## src/rtl/baud_tick_sched.sv

```systemverilog
// Shared baud divider: oversample, bit-centre and bit-end enables.
// Divisor is reloaded via valid/ready and re-phased by RX start-bit sync.
module baud_tick_sched #(
    parameter int CLK_FREQ = 48_000_000,
    parameter int DEF_DIV  = 26,
    parameter int DIV_W    = 16,
    parameter int OVS      = 16
) (
    input  logic             clkIN,
    input  logic             nResetIN,
    input  logic             enIN,
    input  logic             rxSyncIN,
    input  logic [DIV_W-1:0] cfgDivIN,
    input  logic             cfgValidIN,
    output logic             cfgReadyOUT,
    output logic             ovsTickOUT,
    output logic             midTickOUT,
    output logic             bitTickOUT,
    output logic [DIV_W-1:0] divOUT
);

    localparam int SUB_W = (OVS > 1) ? $clog2(OVS) : 1;

    localparam logic [1:0] S_IDLE = 2'd0;
    localparam logic [1:0] S_RUN  = 2'd1;
    localparam logic [1:0] S_PEND = 2'd2;

    if (OVS < 4 || (OVS % 2) != 0 || CLK_FREQ < DEF_DIV * OVS) begin : gBadCfg
        $error("baud_tick_sched: unsupported parameter set");
    end

    logic [1:0]       state;
    logic [DIV_W-1:0] div;
    logic [DIV_W-1:0] cnt;
    logic [DIV_W-1:0] pendDiv;
    logic [SUB_W-1:0] sub;
    logic             ovsTick;
    logic             midTick;
    logic             bitTick;
    logic             cfgReady;

    logic [DIV_W-1:0] cfgClamp;
    logic [DIV_W-1:0] nextDiv;
    logic             xfer;
    logic             isPend;
    logic             atZero;
    logic             lastSub;
    logic             boundary;

    always_comb begin
        cfgClamp = (cfgDivIN < DIV_W'(2)) ? DIV_W'(2) : cfgDivIN;
        xfer     = cfgValidIN & cfgReady;
        isPend   = (state == S_PEND);
        atZero   = (cnt == '0);
        lastSub  = (sub == SUB_W'(OVS - 1));
        boundary = atZero & lastSub;
        // Divisor to use whenever the bit phase restarts.
        nextDiv  = isPend ? pendDiv : div;
    end

    always_ff @(posedge clkIN or negedge nResetIN) begin
        if (!nResetIN) begin
            state    <= S_IDLE;
            div      <= DIV_W'(DEF_DIV);
            cnt      <= DIV_W'(DEF_DIV - 1);
            pendDiv  <= DIV_W'(DEF_DIV);
            sub      <= '0;
            ovsTick  <= 1'b0;
            midTick  <= 1'b0;
            bitTick  <= 1'b0;
            cfgReady <= 1'b1;
        end else begin
            ovsTick <= 1'b0;
            midTick <= 1'b0;
            bitTick <= 1'b0;
            if (state == S_IDLE) begin
                cfgReady <= 1'b1;
                if (xfer) begin
                    div <= cfgClamp;
                    cnt <= cfgClamp - 1'b1;
                end
                if (enIN) begin
                    state <= S_RUN;
                end
            end else if (!enIN) begin
                state    <= S_IDLE;
                sub      <= '0;
                cfgReady <= 1'b1;
                if (isPend) begin
                    div <= pendDiv;
                    cnt <= pendDiv - 1'b1;
                end else if (xfer) begin
                    div <= cfgClamp;
                    cnt <= cfgClamp - 1'b1;
                end else begin
                    cnt <= div - 1'b1;
                end
            end else begin
                if (rxSyncIN) begin
                    cnt <= nextDiv - 1'b1;
                    sub <= '0;
                end else if (atZero) begin
                    cnt     <= (boundary ? nextDiv : div) - 1'b1;
                    sub     <= lastSub ? '0 : sub + 1'b1;
                    ovsTick <= 1'b1;
                    midTick <= (sub == SUB_W'(OVS / 2 - 1));
                    bitTick <= boundary;
                end else begin
                    cnt <= cnt - 1'b1;
                end
                // Ready stays low for one cycle after a pending divisor lands.
                if (isPend) begin
                    if (rxSyncIN || boundary) begin
                        div   <= pendDiv;
                        state <= S_RUN;
                    end
                end else if (xfer) begin
                    pendDiv  <= cfgClamp;
                    state    <= S_PEND;
                    cfgReady <= 1'b0;
                end else begin
                    cfgReady <= 1'b1;
                end
            end
        end
    end

    assign cfgReadyOUT = cfgReady;
    assign ovsTickOUT  = ovsTick;
    assign midTickOUT  = midTick;
    assign bitTickOUT  = bitTick;
    assign divOUT      = div;

endmodule

```

## config.mk

```make
export PLATFORM = sky130hd
export DESIGN_NAME = baud_tick_sched
export DESIGN_NICKNAME = d
export VERILOG_FILES = /design/src/rtl/baud_tick_sched.sv
export SDC_FILE = /design/constraint.sdc
export NUM_CORES = 1
export LEC_CHECK = 0
export ABC_AREA = 0
export CORE_ASPECT_RATIO = 0.9
export CORE_UTILIZATION = 35
export DETAILED_ROUTE_END_ITERATION = 6
export SLEW_MARGIN = 20
export SYNTH_ARGS = -nofsm -noshare
export SYNTH_HDL_FRONTEND = slang
export SYNTH_SLANG_ARGS = --single-unit
```

## constraint.sdc

```tcl
create_clock -name clkIN -period 4.95 [get_ports clkIN]
set_input_delay 1.485 -clock clkIN [delete_from_list [all_inputs] [get_ports clkIN]]
set_output_delay 1.485 -clock clkIN [all_outputs]
set_load 0.05 [all_outputs]
```

==> out/results.txt <==
The stage delay of the slowest cell on the critical path is 0.54 ns, and the synthesized flop and latch total is 58. The die height was 114 µm. In this run the clock root is driven by a sky130_fd_sc_hd__clkbuf_16.

The die covers 14,300 µm². The required time of the critical path is 5.15 ns. The worst hold path cell count is 2, and the aggregate routed wire length is 16,300 µm. Counting every instance in the synthesized netlist gives 578.

Counting cells, the worst reg-to-reg path comes to 9. The startpoint identified for the worst hold timing path is cnt[0]$_DFFE_PN1P_. The fraction of layout cells with a size suffix above 1 is 0.150. TritonCTS built the clock tree. The clock input transition at the sequential cells of the worst setup and hold paths works out to 0.06 ns. The final clock period utilization by the worst path is 0.894. The number of top-level design ports was 41; the worst path arrival time was 4.63 ns.

Hold timing on the final database bottoms out at a slack of 0.531 ns. The worst register-to-register path has a setup slack of 1.35 ns. The clock reaches the later pin of the worst-skew pair after 0.34 ns.

Synthesis instantiated 78 different standard cells from the library. The detail route stage leaves a number of antenna-violating nets equal to 0. For this design the total switching power over the nets is 0.899 mW.

The commonest cells after synthesis are sky130_fd_sc_hd__nand2_1, sky130_fd_sc_hd__dfrtp_1, sky130_fd_sc_hd__nor2_1. After detailed routing, the number of remaining DRC violations is 0. In the synthesized netlist the dominant register cell turns out to be sky130_fd_sc_hd__dfrtp_1.

The tools report the worst flop-to-flop path endpoint as cnt[12]$_DFFE_PN0P_. The clock net in this run drives a total of 58 sinks. The total buffers and inverters traversed by the critical path is 1, and the final net count is 633.

Quantity of I/O buffers inserted on ports: 40. Cell with the most instances on the worst path: sky130_fd_sc_hd__nand2_1. The die outline width is 126 µm, and the setup violation total in the final timing report is 0. For the pin with the worst max-slew slack, the measured transition is 0.880 ns. The routed via count is 4,805, and the number of failing hold endpoints at the final stage is 0. For the portion of total power attributed to sequential cells, the log shows 0.356.

The detailed router's first-iteration violation count is 438. Timing analysis after detailed placement gives a worst setup slack of 0.175 ns. The clock tree synthesis step divided the H-tree into 3 levels.

The internal power of the cells totals 1.35 mW. The cell leakage power came out at 2.07 nW. The number of max-cap violations is 0, and the biggest fanout along the worst timing path is 5.

The post-detailed-placement half-perimeter wirelength came out at 11,800 µm. The worst setup path is of the input port to flop kind. After synthesis the cells add up to 4840 µm².

Setup repair after global routing left no endpoint under its margin. The maximum ir drop on the vdd rail is 0.000176 V. The logs give 0.361 for the starting density of the core and 604 for the net count of the mapped netlist. The detail-routed via count per cell works out to 6.16. Total of hold buffers inserted after clock tree synthesis: 0. The combinational cell fraction of total power was 0.338; the yosys synthesis warning count was 0. The kind of start point of the critical path was an input port. Ranked by total cell area, the synthesized netlist is headed by sky130_fd_sc_hd__dfrtp_1, sky130_fd_sc_hd__dfstp_2, sky130_fd_sc_hd__nand2_1, sky130_fd_sc_hd__xnor2_1, sky130_fd_sc_hd__a21oi_1. Critical path endpoint category: a flop.

The cell type with the largest total area after synthesis was sky130_fd_sc_hd__dfrtp_1. The most instantiated library cell after synthesis was sky130_fd_sc_hd__nand2_1. The total area of multi-input combinational cells was 3070 µm²; the mean instance size in the synthesized netlist was 8.37 µm².

The via count of the first global-routing pass came out at 4,714. The worst register-to-register path begins at sub[0]$_DFFE_PN0P_. For the slack of the critical path, the log shows 0.524 ns. Number of antenna violations at the first check in global routing: 0.

The initialized floorplan defines 40 standard-cell rows. Clock skew on the completed layout was measured at 0.00578 ns. The family of cells with the greatest summed delay on the critical path is simple AND/OR/NAND/NOR gates. The switching power as a share of total power came out at 0.400.

On the critical path, the stage with the largest delay is an instance of sky130_fd_sc_hd__nor4_1. The worst-case hold path end point was cnt[0]$_DFFE_PN1P_. Relative to the synthesized area, the layout overhead comes to 16.5%. The worst path in the final design needs a cycle of 4.43 ns, including I/O delays and setup. The run gives 0.235 as the all-layer global routing usage.

The final cell utilization of the core is 0.420. The logs give 0 for the post-CTS setup repair buffer count and 35 for the maximum number of pins on one net before global-route repair. The tools report the total iterations of the first detailed-routing run as 6. No sink is reached through more buffers than the 2 on the longest clock path.

The tools report the number of pins with negative max-slew slack in the final report as 0. The placeable core region is 13,400 µm², and the number of antenna cells inserted is 0. The run gives 1460 µm² as the footprint of the flip-flops and latches. Clock tree synthesis inserted a total of 9 buffers. Adding up every negative setup slack in the final design gives 0 ns. The tools report the upper clock frequency limit as 0.226 GHz. The number of inserted filler cells in the final layout was 1,351; the post-CTS resize count was 0. Yosys mapped a number of flops with a built-in enable equal to 0. The share of synthesized registers carrying an async set or reset came out at 1.00. For the clock network fraction of total power, the log shows 0.307. The worst hold path belongs to the class flop to flop. After detailed routing, the average wire length per cell comes to 20.9 µm. The fraction of post-synthesis cell area in the top cell type by area was 0.248; the headroom to the max-slew limit was 0.411. In this run the power density over the cells is 399 nW/µm². The flow ran to the end, and the final reports show no timing, DRC or antenna violations. For the wire length of the first global-routing pass, the log shows 25,900 µm. The tools report the remaining global-route overflow as 0.

Walking the worst path, the cells encountered are clkdlybuf4s50_1 -> nor4_1 -> nor4b_2 -> nand2_1 -> o21ai_0 -> ha_1 -> nand2_1 -> or4_1 -> xnor2_1 -> nand2_1 -> a21boi_0 -> o22ai_1. For the part of the Yosys area used for sequential elements, the log shows 0.302. Routability-driven placement finished with a final weighted congestion of 0.933.
==> how the worst max path moves through the flow <==
stage	startpoint	cells after the start	to
finish	cfgDivIN[4]	12	cnt[12]$_DFFE_PN0P_
detailed placement	cfgDivIN[4]	12	cnt[12]$_DFFE_PN0P_
floorplan	cfgDivIN[9]	11	cnt[12]$_DFFE_PN0P_
CTS	cfgDivIN[4]	12	cnt[12]$_DFFE_PN0P_
global route	cfgDivIN[4]	12	cnt[12]$_DFFE_PN0P_
global placement	cfgDivIN[4]	12	cnt[12]$_DFFE_PN0P_
==> power groups by stage <==
stage               Clock, mW  Sequential (mW)  Combinational, mW
floorplan                   0            0.789              0.486
global placement            0            0.790              0.738
detailed placement          0            0.793              0.745
CTS                     0.689            0.786              0.750
global route            0.709            0.811              0.819
finish                  0.689            0.800              0.759
==> metrics by stage <==
stage / instance area [µm²] / total power [mW] / std cells
global route: 5640 / 2.34 / 780
detailed placement: 5320 / 1.54 / 764
global placement: 5320 / 1.53 / 764
floorplan: 4840 / 1.28 / 578
finish: 5640 / 2.25 / 780
CTS: 5640 / 2.22 / 780
==> state kept, by name, summed over array words and instances (netlist names) <==
signal / cells
ovsTickOUT: 1
cfgReadyOUT: 1
divOUT: 16
pendDiv: 16
state: 2
cnt: 16
midTickOUT: 1
sub: 4
bitTickOUT: 1
==> layout make-up <==
class / instances / share of cell area
multi-input cells: 467 / 0.544
flip-flops and latches: 58 / 0.260
repair buffers: 57 / 0.0928
clock buffers: 11 / 0.0431
well taps: 168 / 0.0373
clock inverters: 5 / 0.0138
inverters: 14 / 0.00932
==> worst min-delay path, cell delays in order, from the launching register on <==
cell,delay [ns]
sky130_fd_sc_hd__dfstp_2,0.39
sky130_fd_sc_hd__nand2_1,0.06
sky130_fd_sc_hd__o211ai_1,0.08
==> layer usage <==
metal  GRT usage  routed length (µm)
met5           0                   0
met1       0.323                7330
met2       0.353                6990
met3      0.0591                1630
met4      0.0988                 386
==> cells in the final DEF, fill, tap and decap left out, types with 21 or more instances in the layout <==
| master | count |
|---|---|
| sky130_fd_sc_hd__o22ai_1 | 26 |
| sky130_fd_sc_hd__xnor2_1 | 26 |
| sky130_fd_sc_hd__clkdlybuf4s50_1 | 39 |
| sky130_fd_sc_hd__o21ai_0 | 39 |
| sky130_fd_sc_hd__nand2_1 | 65 |
| sky130_fd_sc_hd__xor2_1 | 21 |
| sky130_fd_sc_hd__dfrtp_1 | 48 |
| sky130_fd_sc_hd__a21oi_1 | 45 |
| sky130_fd_sc_hd__nor2_1 | 48 |
==> cells by family after synthesis <==
group                    count (synthesis)  share of synthesized area
AND/OR/NAND/NOR                        206                      0.232
multiplexers                            27                     0.0608
AO/OA/AOI/OAI                          182                      0.243
buffers and inverters                   53                     0.0639
adder cells (fa/ha/maj)                  5                     0.0129
flip-flops                              58                      0.302
XOR/XNOR                                47                     0.0851
(Power assumes the default switching activity.)
